==> config.mk <==
export PLATFORM = sky130hd
export DESIGN_NAME = vx_onehot_accum_decoder
export DESIGN_NICKNAME = d
export VERILOG_FILES = /design/src/rtl/vx_onehot_accum_decoder.sv
export SDC_FILE = /design/constraint.sdc
export NUM_CORES = 1
export LEC_CHECK = 0
export CORE_ASPECT_RATIO = 0.8
export CORE_UTILIZATION = 34
export CTS_CLUSTER_DIAMETER = 40
export DETAILED_ROUTE_END_ITERATION = 7
export DONT_BUFFER_PORTS = 1
export GPL_TIMING_DRIVEN = 0
export HOLD_SLACK_MARGIN = 0.05
export PLACE_DENSITY_LB_ADDON = 0.08
export SYNTH_ARGS = -nofsm -noshare
export SYNTH_HDL_FRONTEND = slang
export SYNTH_SLANG_ARGS = --single-unit
==> constraint.sdc <==
create_clock -name clk -period 2.17 [get_ports clk]
set_clock_uncertainty 0.1 [all_clocks]
set_input_delay 0.217 -clock clk [delete_from_list [all_inputs] [get_ports clk]]
set_output_delay 0.217 -clock clk [all_outputs]
set_load 0.01 [all_outputs]
==> src/rtl/vx_onehot_accum_decoder.sv <==
// Accumulates one-hot decoded indices over a beat group and emits the OR mask with its popcount.
// Optional group error checking is compiled in with `define VX_ONEHOT_DECODER_CHECK_EN.
module vx_onehot_accum_decoder #(
    parameter int N       = 8,
    parameter int REVERSE = 0,
    parameter int LN      = (N > 1) ? $clog2(N) : 1
) (
    input  logic                     clk,
    input  logic                     reset_n,
    input  logic                     valid_in,
    input  logic [LN-1:0]            data_in,
    input  logic                     last_in,
    output logic                     ready_in,
    output logic                     valid_out,
    output logic [N-1:0]             data_out,
    output logic [$clog2(N+1)-1:0]   count_out,
    input  logic                     ready_out,
    output logic                     err_out
);

    localparam int CW = $clog2(N + 1);

    typedef enum logic {
        ACCUM = 1'b0,
        HOLD  = 1'b1
    } state_t;

    // Indices at or beyond N match no position and decode to all-zeros.
    function automatic logic [N-1:0] decode(input logic [LN-1:0] idx);
        logic [N-1:0] m;
        m = '0;
        for (int i = 0; i < N; i++) begin
            if (int'(idx) == i) begin
                m[(REVERSE != 0) ? (N - 1 - i) : i] = 1'b1;
            end
        end
        return m;
    endfunction

    state_t         state_q, state_d;
    logic [N-1:0]   acc_q, acc_d;
    logic [CW-1:0]  acc_cnt_q, acc_cnt_d;
    logic [N-1:0]   out_q, out_d;
    logic [CW-1:0]  cnt_q, cnt_d;

    logic           fire_in;
    logic [N-1:0]   dec;
    logic [N-1:0]   acc_next;
    logic [CW-1:0]  cnt_next;

    assign ready_in  = (state_q == ACCUM) || ready_out;
    assign fire_in   = valid_in && ready_in;
    assign dec       = decode(data_in);
    assign acc_next  = acc_q | dec;
    // Count only bits that were not already present, so duplicates never overcount.
    assign cnt_next  = acc_cnt_q + CW'(|(dec & ~acc_q));

    assign valid_out = (state_q == HOLD);
    assign data_out  = out_q;
    assign count_out = cnt_q;

    always_comb begin
        state_d   = state_q;
        acc_d     = acc_q;
        acc_cnt_d = acc_cnt_q;
        out_d     = out_q;
        cnt_d     = cnt_q;
        if ((state_q == HOLD) && ready_out) begin
            state_d = ACCUM;
        end
        if (fire_in) begin
            if (last_in) begin
                state_d   = HOLD;
                out_d     = acc_next;
                cnt_d     = cnt_next;
                acc_d     = '0;
                acc_cnt_d = '0;
            end else begin
                acc_d     = acc_next;
                acc_cnt_d = cnt_next;
            end
        end
    end

    always_ff @(posedge clk or negedge reset_n) begin
        if (!reset_n) begin
            state_q   <= ACCUM;
            acc_q     <= '0;
            acc_cnt_q <= '0;
            out_q     <= '0;
            cnt_q     <= '0;
        end else begin
            state_q   <= state_d;
            acc_q     <= acc_d;
            acc_cnt_q <= acc_cnt_d;
            out_q     <= out_d;
            cnt_q     <= cnt_d;
        end
    end

`ifdef VX_ONEHOT_DECODER_CHECK_EN
    logic grp_err_q, grp_err_d;
    logic err_q, err_d;
    logic beat_err;

    assign beat_err = (int'(data_in) >= N) || (|(dec & acc_q));
    assign err_out  = err_q;

    // The group flag collects beat errors; it moves to err_out with the group on the last beat.
    always_comb begin
        grp_err_d = grp_err_q;
        err_d     = err_q;
        if ((state_q == HOLD) && ready_out) begin
            err_d = 1'b0;
        end
        if (fire_in) begin
            if (last_in) begin
                err_d     = grp_err_q | beat_err;
                grp_err_d = 1'b0;
            end else begin
                grp_err_d = grp_err_q | beat_err;
            end
        end
    end

    always_ff @(posedge clk or negedge reset_n) begin
        if (!reset_n) begin
            grp_err_q <= 1'b0;
            err_q     <= 1'b0;
        end else begin
            grp_err_q <= grp_err_d;
            err_q     <= err_d;
        end
    end
`else
    assign err_out = 1'b0;
`endif

endmodule

* Word level (Yosys, flattened, before mapping)
Index checks and enable logic that the tools add are counted. Widths: inputs -> output; s select.
Storage, ports and cells: register bits 25, input port bits 8, output and inout bits 15, word-level logic and storage cells 36
Operators by class: $add $sub $neg 1, equality and inequality tests 7, multiplexer cells 13, bitwise gates (word level) 4, reductions and logical operators 6
Operator list (number):
- $eq 3x3->1 const B | 4
- $mux 1 | 11
- $and 8x8->8 | 1
- $mux 8 | 1
- $not 8->8 | 1
- $or 8x8->8 | 1
- $reduce_or 8->1 | 1
- $eq 3x2->1 const B | 2
- $add 4x1->4 | 1
- $mux 4 | 1
- $eq 3x1->1 const B | 1
- $logic_not 3->1 | 1
- $logic_and 1x1->1 | 2
- $reduce_and 2->1 | 1
- $logic_or 1x1->1 | 1
- $not 1->1 | 1

* Longest topological paths before layout
depth in word-level cells 6, mapped depth 8, depth with buffers taken out 7

* Worst setup path before layout
Ideal clock, no wire load.
path kind register to register, from register acc_q[7], to register acc_cnt_q[1], library setup time 0.125 ns, arrival time 1.715 ns, data required time 1.945 ns, slack 0.230 ns, cell stages (with the launch flop) 7, buffers on the path 0, clock period less this slack 1.940 ns, path through dfrtp_1 -> mux4_2 -> mux2i_1 -> ha_1 -> ha_1 -> nor2b_1 -> mux2_2
On the way: cells in the longest elaborated chain, start to end 5
RTL lines:
- start: declaration | line 41 | logic [N-1:0] acc_q, acc_d;
- start signal: assignment | line 88 | acc_q <= '0;
- start signal: assignment | line 94 | acc_q <= acc_d;
- $not 8->8 | line 56 | assign cnt_next = acc_cnt_q + CW'(|(dec & ~acc_q));
- $and 8x8->8 | line 56
- $reduce_or 8->1 | line 56
- $add 4x1->4 | line 56
- named net cnt_next[1] | line 49 | logic [CW-1:0] cnt_next;
- $mux 4 | line 72 | if (last_in) begin
- end signal: assignment | line 95 | acc_cnt_q <= acc_cnt_d;
- end: declaration | line 42 | logic [CW-1:0] acc_cnt_q, acc_cnt_d;
The timed path passes the listed nets, and every way through them passes these cells. A chain may end at the register's enable or synchronous reset.

* Worst setup path after layout
from register acc_q[5], to register acc_cnt_q[1]
The elaborated chain is that of the path after synthesis.

==> flow_metrics.py <==
metrics = {
    "synthesis": {
        "seq_area_frac_synth": 0.517,
        "synth_ff_type": "dfrtp_1",
        "postSynth.asyncResetShare": 1.00,
        "netlist.area_leader.share": 0.517,
        "avgSynthCellArea_um2": 11.4,
        "synth.cell_area_um2": 1210,
        "synth_common_cells": "dfrtp_1, o21ai_0, o2bb2ai_1",
        "yosysWarnings": 0,
        "synth_edf_count": 0,
        "syn_inst": 106,
        "ys_ff_latch": 25,
        "synth_area_leaders": "dfrtp_1, o21ai_0, o2bb2ai_1",
        "yosysTopAreaCell": "dfrtp_1",
        "synth.net_count": 116,
        "synth_cell_types": 31,
        "synth_most_common_cell": "dfrtp_1",
    },
    "cells_and_area": {
        "fin_area_um2": 1350,
        "antennaDiodeCount": 0,
        "syn2layout_area_growth_pct": 11.8,
        "seq_area_um2": 626,
        "n_fill_cell": 344,
        "multiInputGateArea_um2": 524,
        "drive_above_1_share": 0.186,
        "final_nets": 124,
    },
    "setup_path": {
        "critPathMaxFanout": 3,
        "arrival_ns": 2.14,
        "reg2reg_to": "acc_cnt_q[1]",
        "worst_ep_required_time_ns": 2.23,
        "crit_path_end": "acc_cnt_q[1]",
        "r2r_start": "acc_q[5]",
        "r2r_cells": 6,
        "setup.worst_path.start_class": "register",
        "cp-startpoint": "acc_q[5]",
        "end_kind": "register",
        "rrSetupSlack_ns": 0.09,
        "critPathKind": "register to register",
    },
    "sta": {
        "fmax_mhz": 481,
        "slew_violations": 0,
        "finalSetupTns_ns": 0,
        "period_minus_slack_ns": 2.08,
        "final-setup-viol-count": 0,
        "hold_viol": 0,
        "rsz0062_at_grt": "no",
        "period_share": 0.959,
        "holdWs_ns": 0.0622,
    },
    "clock_tree": {
        "path_clk_slew_ns": 0.09,
        "cts_root_buf": "clkbuf_8",
        "post_cts_buffers": 0,
        "cts_buffer_depth": 2,
        "h-tree-depth": 1,
        "cts_tree": "yes",
        "cts_made_buffers": 3,
        "cts.sinks": 25,
        "clock_latency_ns": 0.27,
    },
    "drt": {
        "vias_per_cell": 5.53,
        "routed_wl_um": 2580,
        "wl_per_cell_um": 16.9,
        "dr_total_vias": 846,
        "firstDrtPassIters": 4,
        "drc_errors": 0,
        "drt-initial-drc-count": 41,
        "ant_nets": 0,
    },
    "global_route": {
        "grt_pass1_wl_um": 4380,
        "globalRouteOverflowTotal": 0,
        "grt_util_all_layers": 0.156,
        "grt_max_degree": 26,
        "antenna_found_initial": 0,
        "grt_pass1_vias": 882,
    },
    "floorplan": {
        "die_area_um2": 3810,
        "fp.dieW_um": 68.7,
        "ioPinCount": 23,
        "initial_core_util": 0.373,
        "die_y_um": 55.4,
        "row_count": 18,
        "core-area_um2": 3240,
    },
    "place": {
        "placedInstanceArea_um2": 1260,
        "gp_congestion": 0.802,
        "hpwl_um": 1820,
        "port_buffers": 0,
    },
    "worst_hold_path": {
        "hp-class": "input pin to register",
    },
    "power_and_ir_drop": {
        "power.density_nw_per_um2": 924,
        "leakage_nw": 0.575,
        "ir_worst_vdd_uv": 335,
    },
    "outcome": {
        "status": "finished clean",
    },
    "job": {
        "max-cap-violations": 0,
    },
}
==> metal layers <==
| layer | routed length (um) | GRT usage |
|---|---|---|
| met5 | 0 | 0 |
| met4 | 10 | 0.0175 |
| met3 | 151 | 0.0537 |
| met2 | 1060 | 0.221 |
| met1 | 1360 | 0.233 |
==> final cells by class <==
cell class	count	area share
sequential	25	0.462
inverter	3	0.0102
clock inverter	1	0.00370
timing repair buffer	3	0.0296
tap	40	0.0370
buffer	7	0.0397
clock buffer	3	0.0305
multi-input combinational	71	0.387
==> per-stage QoR <==
| step | std cells | power [mW] | setup slack (ns) | utilization |
|---|---|---|---|---|
| after floorplan | 106 | 0.901 | 0.230 | - |
| final | 153 | 1.25 | 0.0898 | 0.417 |
| after global routing | 153 | 1.34 | 0.0117 | 0.417 |
| after CTS | 153 | 1.27 | 0.0793 | 0.416 |
| after global placement | 146 | 0.963 | 0.0858 | 0.389 |
| after detailed placement | 146 | 0.968 | 0.0996 | 0.389 |
==> layout by cell type (no fill, tap or decap), drive strengths merged, types with 2 or more instances in the layout <==
| master | netlist | routed |
|---|---|---|
| a21oi | 6 | 6 |
| a31oi | 3 | 3 |
| buf | 5 | 6 |
| clkbuf | 2 | 5 |
| dfrtp | 25 | 25 |
| dlygate4sd3 | 0 | 2 |
| ha | 2 | 2 |
| inv | 3 | 3 |
| mux2 | 4 | 4 |
| mux4 | 2 | 2 |
| nand2 | 3 | 3 |
| nand3 | 4 | 4 |
| nor2b | 7 | 7 |
| o21ai | 21 | 21 |
| o2bb2ai | 9 | 9 |
==> how the worst min path moves through the flow <==
stage              from            to  slack (ns)  cells past startpoint
6_report       valid_in  acc_cnt_q[2]        0.06                      2
5_1_grt        valid_in  acc_cnt_q[2]        0.07                      2
4_1_cts        valid_in  acc_cnt_q[2]        0.06                      2
3_5_place_dp    reset_n      acc_q[7]       -0.18                      0
3_3_place_gp    reset_n      acc_q[3]       -0.18                      0
2_1_floorplan   reset_n  acc_cnt_q[0]       -0.18                      0
==> repair_timing <==
action,CTS,global route
resized for setup,0,2
setup endpoints to repair,0,1
hold endpoints to repair,27,0
hold buffers,3,0
==> worst max-delay path: stages, from the launching register on <==
cell and delay, ns:
dfrtp_1 0.40, mux4_2 0.48, mux2i_2 0.17, ha_2 0.20, ha_1 0.23, nor2b_1 0.13
mux2_2 0.25
==> registers in the layout (all words and copies together), names as in the netlist <==
signal / cells
acc_q: 8
data_out: 8
acc_cnt_q: 4
count_out: 4
valid_out: 1
==> power breakdown <==
| group | switching [mW] | leakage (nW) | internal [mW] |
|---|---|---|---|
| logic | 0.124 | 0.227 | 0.160 |
| clock network | 0.148 | 0.0255 | 0.128 |
| registers | 0.112 | 0.322 | 0.578 |
==> cells by family after synthesis <==
group / count (synthesis) / synth area share
AO/OA/AOI/OAI: 43 / 0.220
flip-flops: 25 / 0.517
AND/OR/NAND/NOR: 17 / 0.0878
buffers and inverters: 10 / 0.0558
multiplexers: 7 / 0.0888
adder cells (fa/ha/maj): 2 / 0.0207
other: 1 / 0.00310
XOR/XNOR: 1 / 0.00723
Note: power is estimated with default switching activity, not from simulation.
